==> src/rtl/bist_vector_driver.sv <==
// LFSR stimulus driver and MISR response compactor for combinational benchmark cones.
// Optional BIST_RESP_MASK_EN adds resp_mask; set bits are excluded from compaction.
module bist_vector_driver #(
   parameter int              IN_W        = 28,
   parameter int              OUT_W       = 3,
   parameter int              NUM_VECTORS = 1024,
   parameter logic [31:0]     SEED        = 32'h00000001,
   parameter logic [31:0]     TAPS        = 32'h80200003,
   parameter int              SIG_W       = 16,
   parameter logic [SIG_W-1:0] POLY       = 16'h1021,
   parameter int              RESP_LAT    = 0,
   parameter logic [SIG_W-1:0] GOLDEN     = 16'h0000
) (
   input  logic             clock,
   input  logic             reset,
   input  logic             start,
   input  logic             abort,
   output logic [IN_W-1:0]  vec_out,
   output logic             vec_valid,
   input  logic [OUT_W-1:0] resp_in,
`ifdef BIST_RESP_MASK_EN
   input  logic [OUT_W-1:0] resp_mask,
`endif
   output logic             busy,
   output logic             done,
   output logic             pass,
   output logic [SIG_W-1:0] signature
);

   localparam int           CW       = $clog2(NUM_VECTORS + 1);
   localparam logic [31:0]  SEED_EFF = (SEED == 32'd0) ? 32'd1 : SEED;
   localparam logic [CW-1:0] LAST    = CW'(NUM_VECTORS - 1);
   localparam logic [2:0]   DLAST    = 3'(RESP_LAT - 1);

   typedef enum logic [1:0] {S_IDLE, S_RUN, S_DRAIN, S_DONE} state_t;

   state_t            state_q, state_d;
   logic              load;
   logic [31:0]       lfsr;
   logic [CW-1:0]     cnt;
   logic [2:0]        dcnt;
   logic              strobe;
   logic [OUT_W-1:0]  resp_eff;
   logic [SIG_W-1:0]  sig_next;

`ifdef BIST_RESP_MASK_EN
   assign resp_eff = resp_in & ~resp_mask;
`else
   assign resp_eff = resp_in;
`endif

   assign vec_out   = lfsr[IN_W-1:0];
   assign vec_valid = (state_q == S_RUN);
   assign busy      = (state_q == S_RUN) || (state_q == S_DRAIN);
   assign sig_next  = {signature[SIG_W-2:0], 1'b0}
                    ^ (signature[SIG_W-1] ? POLY : '0)
                    ^ SIG_W'(resp_eff);

   always_comb begin
      state_d = state_q;
      load    = 1'b0;
      if (abort) begin
         state_d = S_IDLE;
      end else begin
         case (state_q)
            S_IDLE, S_DONE: if (start) begin
               state_d = S_RUN;
               load    = 1'b1;
            end
            S_RUN:   if (cnt == LAST) state_d = (RESP_LAT == 0) ? S_DONE : S_DRAIN;
            S_DRAIN: if (dcnt == DLAST) state_d = S_DONE;
            default: state_d = S_IDLE;
         endcase
      end
   end

   always_ff @(posedge clock or posedge reset) begin
      if (reset) begin
         state_q   <= S_IDLE;
         lfsr      <= '0;
         cnt       <= '0;
         dcnt      <= '0;
         signature <= '0;
         done      <= 1'b0;
         pass      <= 1'b0;
      end else begin
         state_q <= state_d;
         // done/pass are registered a cycle into DONE so they see the final signature
         done    <= (state_q == S_DONE) && (state_d == S_DONE);
         pass    <= (state_q == S_DONE) && (state_d == S_DONE) && (signature == GOLDEN);
         if (load) begin
            lfsr <= SEED_EFF;
            cnt  <= '0;
         end else if (state_q == S_RUN && !abort) begin
            lfsr <= {lfsr[30:0], ^(lfsr & TAPS)};
            cnt  <= cnt + 1'b1;
         end
         dcnt <= (state_q == S_DRAIN && !abort) ? dcnt + 3'd1 : 3'd0;
         if (load)
            signature <= '0;
         else if (strobe && !abort)
            signature <= sig_next;
      end
   end

   // Capture strobe: vec_valid delayed to line up with the DUT's response latency
   generate
      if (RESP_LAT == 0) begin : g_nolat
         assign strobe = vec_valid;
      end else begin : g_lat
         logic [RESP_LAT-1:0] vld_pipe;
         always_ff @(posedge clock or posedge reset) begin
            if (reset) begin
               vld_pipe <= '0;
            end else if (abort) begin
               vld_pipe <= '0;
            end else begin
               vld_pipe[0] <= vec_valid;
               for (int i = 1; i < RESP_LAT; i++) vld_pipe[i] <= vld_pipe[i-1];
            end
         end
         assign strobe = vld_pipe[RESP_LAT-1];
      end
   endgenerate

endmodule

==> config.mk <==
export PLATFORM = sky130hd
export DESIGN_NAME = bist_vector_driver
export DESIGN_NICKNAME = d
export VERILOG_FILES = /design/src/rtl/bist_vector_driver.sv
export SDC_FILE = /design/constraint.sdc
export NUM_CORES = 1
export LEC_CHECK = 0
export ABC_AREA = 1
export CORE_UTILIZATION = 57
export CTS_CLUSTER_DIAMETER = 50
export CTS_CLUSTER_SIZE = 10
export DETAILED_ROUTE_END_ITERATION = 10
export GPL_TIMING_DRIVEN = 0
export PLACE_DENSITY_LB_ADDON = 0.3
export SETUP_SLACK_MARGIN = 0.4
export SKIP_CTS_REPAIR_TIMING = 1
export SLEW_MARGIN = 20
export SYNTH_ARGS = -nofsm -noshare
export SYNTH_HDL_FRONTEND = slang
export SYNTH_SLANG_ARGS = --single-unit
export TNS_END_PERCENT = 100
==> constraint.sdc <==
create_clock -name clock -period 6.17 [get_ports clock]
set_clock_uncertainty 0.15 [all_clocks]
set_input_delay 1.234 -clock clock [delete_from_list [all_inputs] [get_ports clock]]
set_output_delay 1.234 -clock clock [all_outputs]
set_load 0.01 [all_outputs]
### Word level (Yosys, flattened, before mapping)

Cells that the tools add are included.

| cells by class | value |
|---|---|
| add/sub/neg operators | 2 |
| eq/ne operators | 6 |
| multiplexer cells | 16 |
| bitwise operators | 2 |
| reductions and logical operators | 11 |

Operator list:

| kind | number |
|---|---|
| 2-to-1 mux 32 bit | 2 |
| 2-to-1 mux 16 bit | 2 |
| parity 32 bit | 1 |
| 2-to-1 mux 11 bit | 2 |
| zero test 16 bit | 1 |
| XOR 16 x 13 -> 16 bit | 1 |
| XOR 16 x 3 -> 16 bit | 1 |
| 2-to-1 mux 13 bit | 1 |
| adder 11 x 1 -> 11 bit, second input constant | 1 |
| equality test 11 x 10 -> 1 bit, second input constant | 1 |
| 2-to-1 mux 2 bit | 4 |
| equality test 2 bit, second input constant | 3 |
| case mux 2 bit (3 select lines) | 1 |
| logical AND 1 bit | 4 |
| adder 3 x 1 -> 3 bit, second input constant | 1 |
| equality test 3 bit, second input constant | 1 |
| 2-to-1 mux 1 bit | 3 |
| 2-to-1 mux 3 bit | 1 |
| equality test 2 x 1 -> 1 bit, second input constant | 1 |
| zero test 2 bit | 1 |
| nonzero test 2 bit | 1 |
| OR reduction 2 bit | 1 |
| zero test 1 bit | 1 |
| logical OR 1 bit | 1 |

| storage, ports and cells | value |
|---|---|
| register bits after elaboration | 66 |
| input bits | 7 |
| output and inout bits | 48 |
| logic and storage cells | 44 |

### Depth between registers and ports, before layout

| depth | value |
|---|---|
| depth in word-level cells | 7 |
| depth in mapped cells | 11 |
| mapped depth without buffers | 10 |

### Least setup slack after synthesis

No wires, ideal clock.

| path | value |
|---|---|
| kind | register -> output |
| start | register state_q[0] |
| end | output busy |
| arrival time | 883 ps |
| required time | 4,786 ps |
| setup slack | 3,903 ps |
| cell stages (with the launch flop) | 4 |
| path buffers | 0 |
| path through | dfrtp_1 > inv_1 > ha_1 > inv_1 |

| between the ends | value |
|---|---|
| cells in the longest elaborated chain, start to end | 2 |
| elaborated cells between the ends (all ways) | 3 |
| those cells by class | eq/ne (2); reduce/logical (1) |

Ends and longest elaborated chain:

| element | line | RTL |
|---|---|---|
| start: declaration | 37 | `state_t state_q, state_d;` |
| start signal: assignment | 87 | `state_q <= state_d;` |
| equality test 2 x 1 -> 1 bit or equality test 2 bit (tied branches) | 54 | `assign busy = (state_q == S_RUN) \|\| (state_q == S_DRAIN);` |
| logical OR 1 bit (*) | 54 |  |
| end: declaration | 24 | `output logic busy,` |

Every way passes the cells marked *; elsewhere a longest branch is shown, timed or not.

### Final worst setup path

Ends and elaborated chain as after synthesis.

==> out/qor.yml <==
fmax_ghz: 0.314
avgSynthCellArea_um2: 8.68
n_antenna_cell: 0
min_period_ns: 3.18
row_count: 26
drt_first_pass_iters: 5
vias: 2697
grt_pass1_wl_um: 11700
critical_path.max_stage_delay_ns: 0.52
layout.nets: 444
grt_pass1_vias: 2630
cp_slowest_cell: "clkdlybuf4s50_1"
synth_cell_types: 29
syn_area_mm2: 0.00317
hold_violations: 0
synth.largest_area_cell: "dfrtp_1"
synth.area.top_cells: "dfrtp_1, nand2_1, a21oi_1"
cts_buffers: 9
cts_root_buf: "clkbuf_8"
rsz0062_at_grt: "no"
hp-class: "reg2reg"
area_growth_pct: 26.6
clk_pin_slew_ns: 0.07
synth-async-reset-ratio: 1.00
hpwl_um: 4610
r2r-end: "cnt[6]"
clock_latency_ns: 0.34
synth_edf_count: 0
grt_max_degree: 52
final_max_slew_viol_count: 0
cap_violations: 0
dp_slack_ns: 3.27
startpoint: "state_q[0]"
path_buf_inv: 3
wl_per_cell_um: 13.6
critPathCaptureType: "primary output"
synth.top_cells.by_count: "nand2_1, dfrtp_1, a21oi_1, buf_4, nor2_1"
crit_chain: "inv_1 > ha_1 > inv_1 > clkdlybuf4s50_1"
initial_core_util: 0.605
cp-start-kind: "register"
syn_inst: 365
worstMarginPinSlew_ns: 0.482
synth_simple_gate_area_frac: 0.204
wl_um: 6890
p_per_area_mw_per_mm2: 336
period_share: 0.516
synth-xor-area-share: 0.0138
path_delay_family: "buffers and inverters"
whs_endpoint: "dcnt[0]"
ys_seq_area_frac: 0.521
place_congestion: 0.836
synth_fa_ha_area_frac: 0.0237
p_leak_uw: 0.00187
worst_ep_arrival_time_ns: 1.80
synth_top_family_by_area: "simple AND/OR/NAND/NOR gates"
final_antenna_net_count: 0
synthMuxAreaShare: 0
status: "completed"
h-tree-depth: 3
synth.most_common_cell: "nand2_1"
synth_top_cell_area_share: 0.521
setup_tns_ns: 0
dieWidth_um: 76.6
grt_overflow: 0
setup_viol: 0
synth_top_flop_cell: "dfrtp_1"
crit_required_ns: 4.79
boundaryPins: 55
worst_slack_ns: 2.99
final_layout_size_suffix_gt1_frac: 0.156
core-area_mm2: 0.00524
crit_type: "reg2out"
slew_headroom: 0.679
rr_startpoint: "state_q[0]"
syn_nets: 378
drt_iter0_markers: 231
die_h_um: 76.6
die_area_mm2: 0.00586
crit_path_max_fanout: 6
hold_depth: 1
synth-compound-area-share: 0.117
antenna_found_initial: 0
grt_usage: 0.256
clock_sinks: 66
cts_tree: "yes"
ys_ff_latch: 66
timing.critical_path.mode_cell: "inv_1"
worstRegToRegCells: 6
drcViolationCount: 0
peakVddDrop_v: 0.000216
vias_per_cell: 5.33
holdWs_ns: 0.293
r2r_slack_ns: 4.15
port_buffers: 54
min_from: "dcnt[0]"
clk_path_buf_depth: 2
ys_warn_count: 0
-- worst max-delay path by stage --
stage	to	slack, ns	depth (start not counted)
after detailed placement	lfsr[12]	3.27	7
after global placement	state_q[0]	2.04	2
after floorplan	cnt[0]	3.13	1
after CTS	busy	2.96	4
after global routing	busy	2.91	4
final	busy	2.99	4
-- metrics by stage --
step	utilization	power (uW)	instances	instance area, um^2
floorplan	-	816	365	3170
global placement	0.725	980	489	3800
detailed placement	0.731	996	490	3830
CTS	0.766	1350	506	4010
global route	0.766	1420	506	4010
finish	0.766	1350	506	4010
-- where the power goes --
part | switching [uW] | internal [uW]
Sequential | 68.6 | 498
Combinational | 232 | 196
Clock | 167 | 184
Total | 468 | 878
-- flip-flops by register name (all words and copies together), names as in the netlist --
signal and count:
lfsr 32, cnt 11, done 1, dcnt 3
signature 16, pass 1, state_q 2
-- routing by layer --
layer	wire, um	track usage
met1	2930	0.315
met2	3530	0.433
met3	343	0.0647
met4	92	0.0962
met5	0	0
-- layout make-up --
class	count	area, um^2
flip-flops and latches	66	1650
fillers	371	1230
multi-input cells	231	1140
repair buffers	55	568
plain buffers	43	287
clock buffers	10	128
inverters	25	96.3
well taps	70	87.6
clock inverters	6	57.6
-- worst reg2reg max path, cell delays in order, from the launching register on --
cell and delay, ns:
dfrtp_1 0.42, inv_1 0.07, ha_1 0.39, nand3_2 0.25
nand2_1 0.31, a21oi_1 0.13, a211oi_1 0.21
-- cells in the final DEF, fill, tap and decap left out, drive strengths merged --
cell type and n:
nand2 100, dfrtp 66, clkdlybuf4s50 54, a21oi 49, buf 40, nor2 27
inv 25, o21ai 16, clkbuf 14, nand3 13, ha 6, clkinv 4
xor2 3, nor3 3, nor4 3, xnor2 2, a211oi 2, nor3b 2
o211a 1, o31ai 1, a31oi 1, o211ai 1, nand4 1, clkinvlp 1
bufinv 1
-- logic make-up after synthesis --
family,count (synthesis)
buffers and inverters,68
DFF,66
and+or+nand+nor,149
xor gates and xnor gates,5
adders and majority gates,6
AOI/OAI and AO/OA,71
Power figures use the tool's default switching activity.
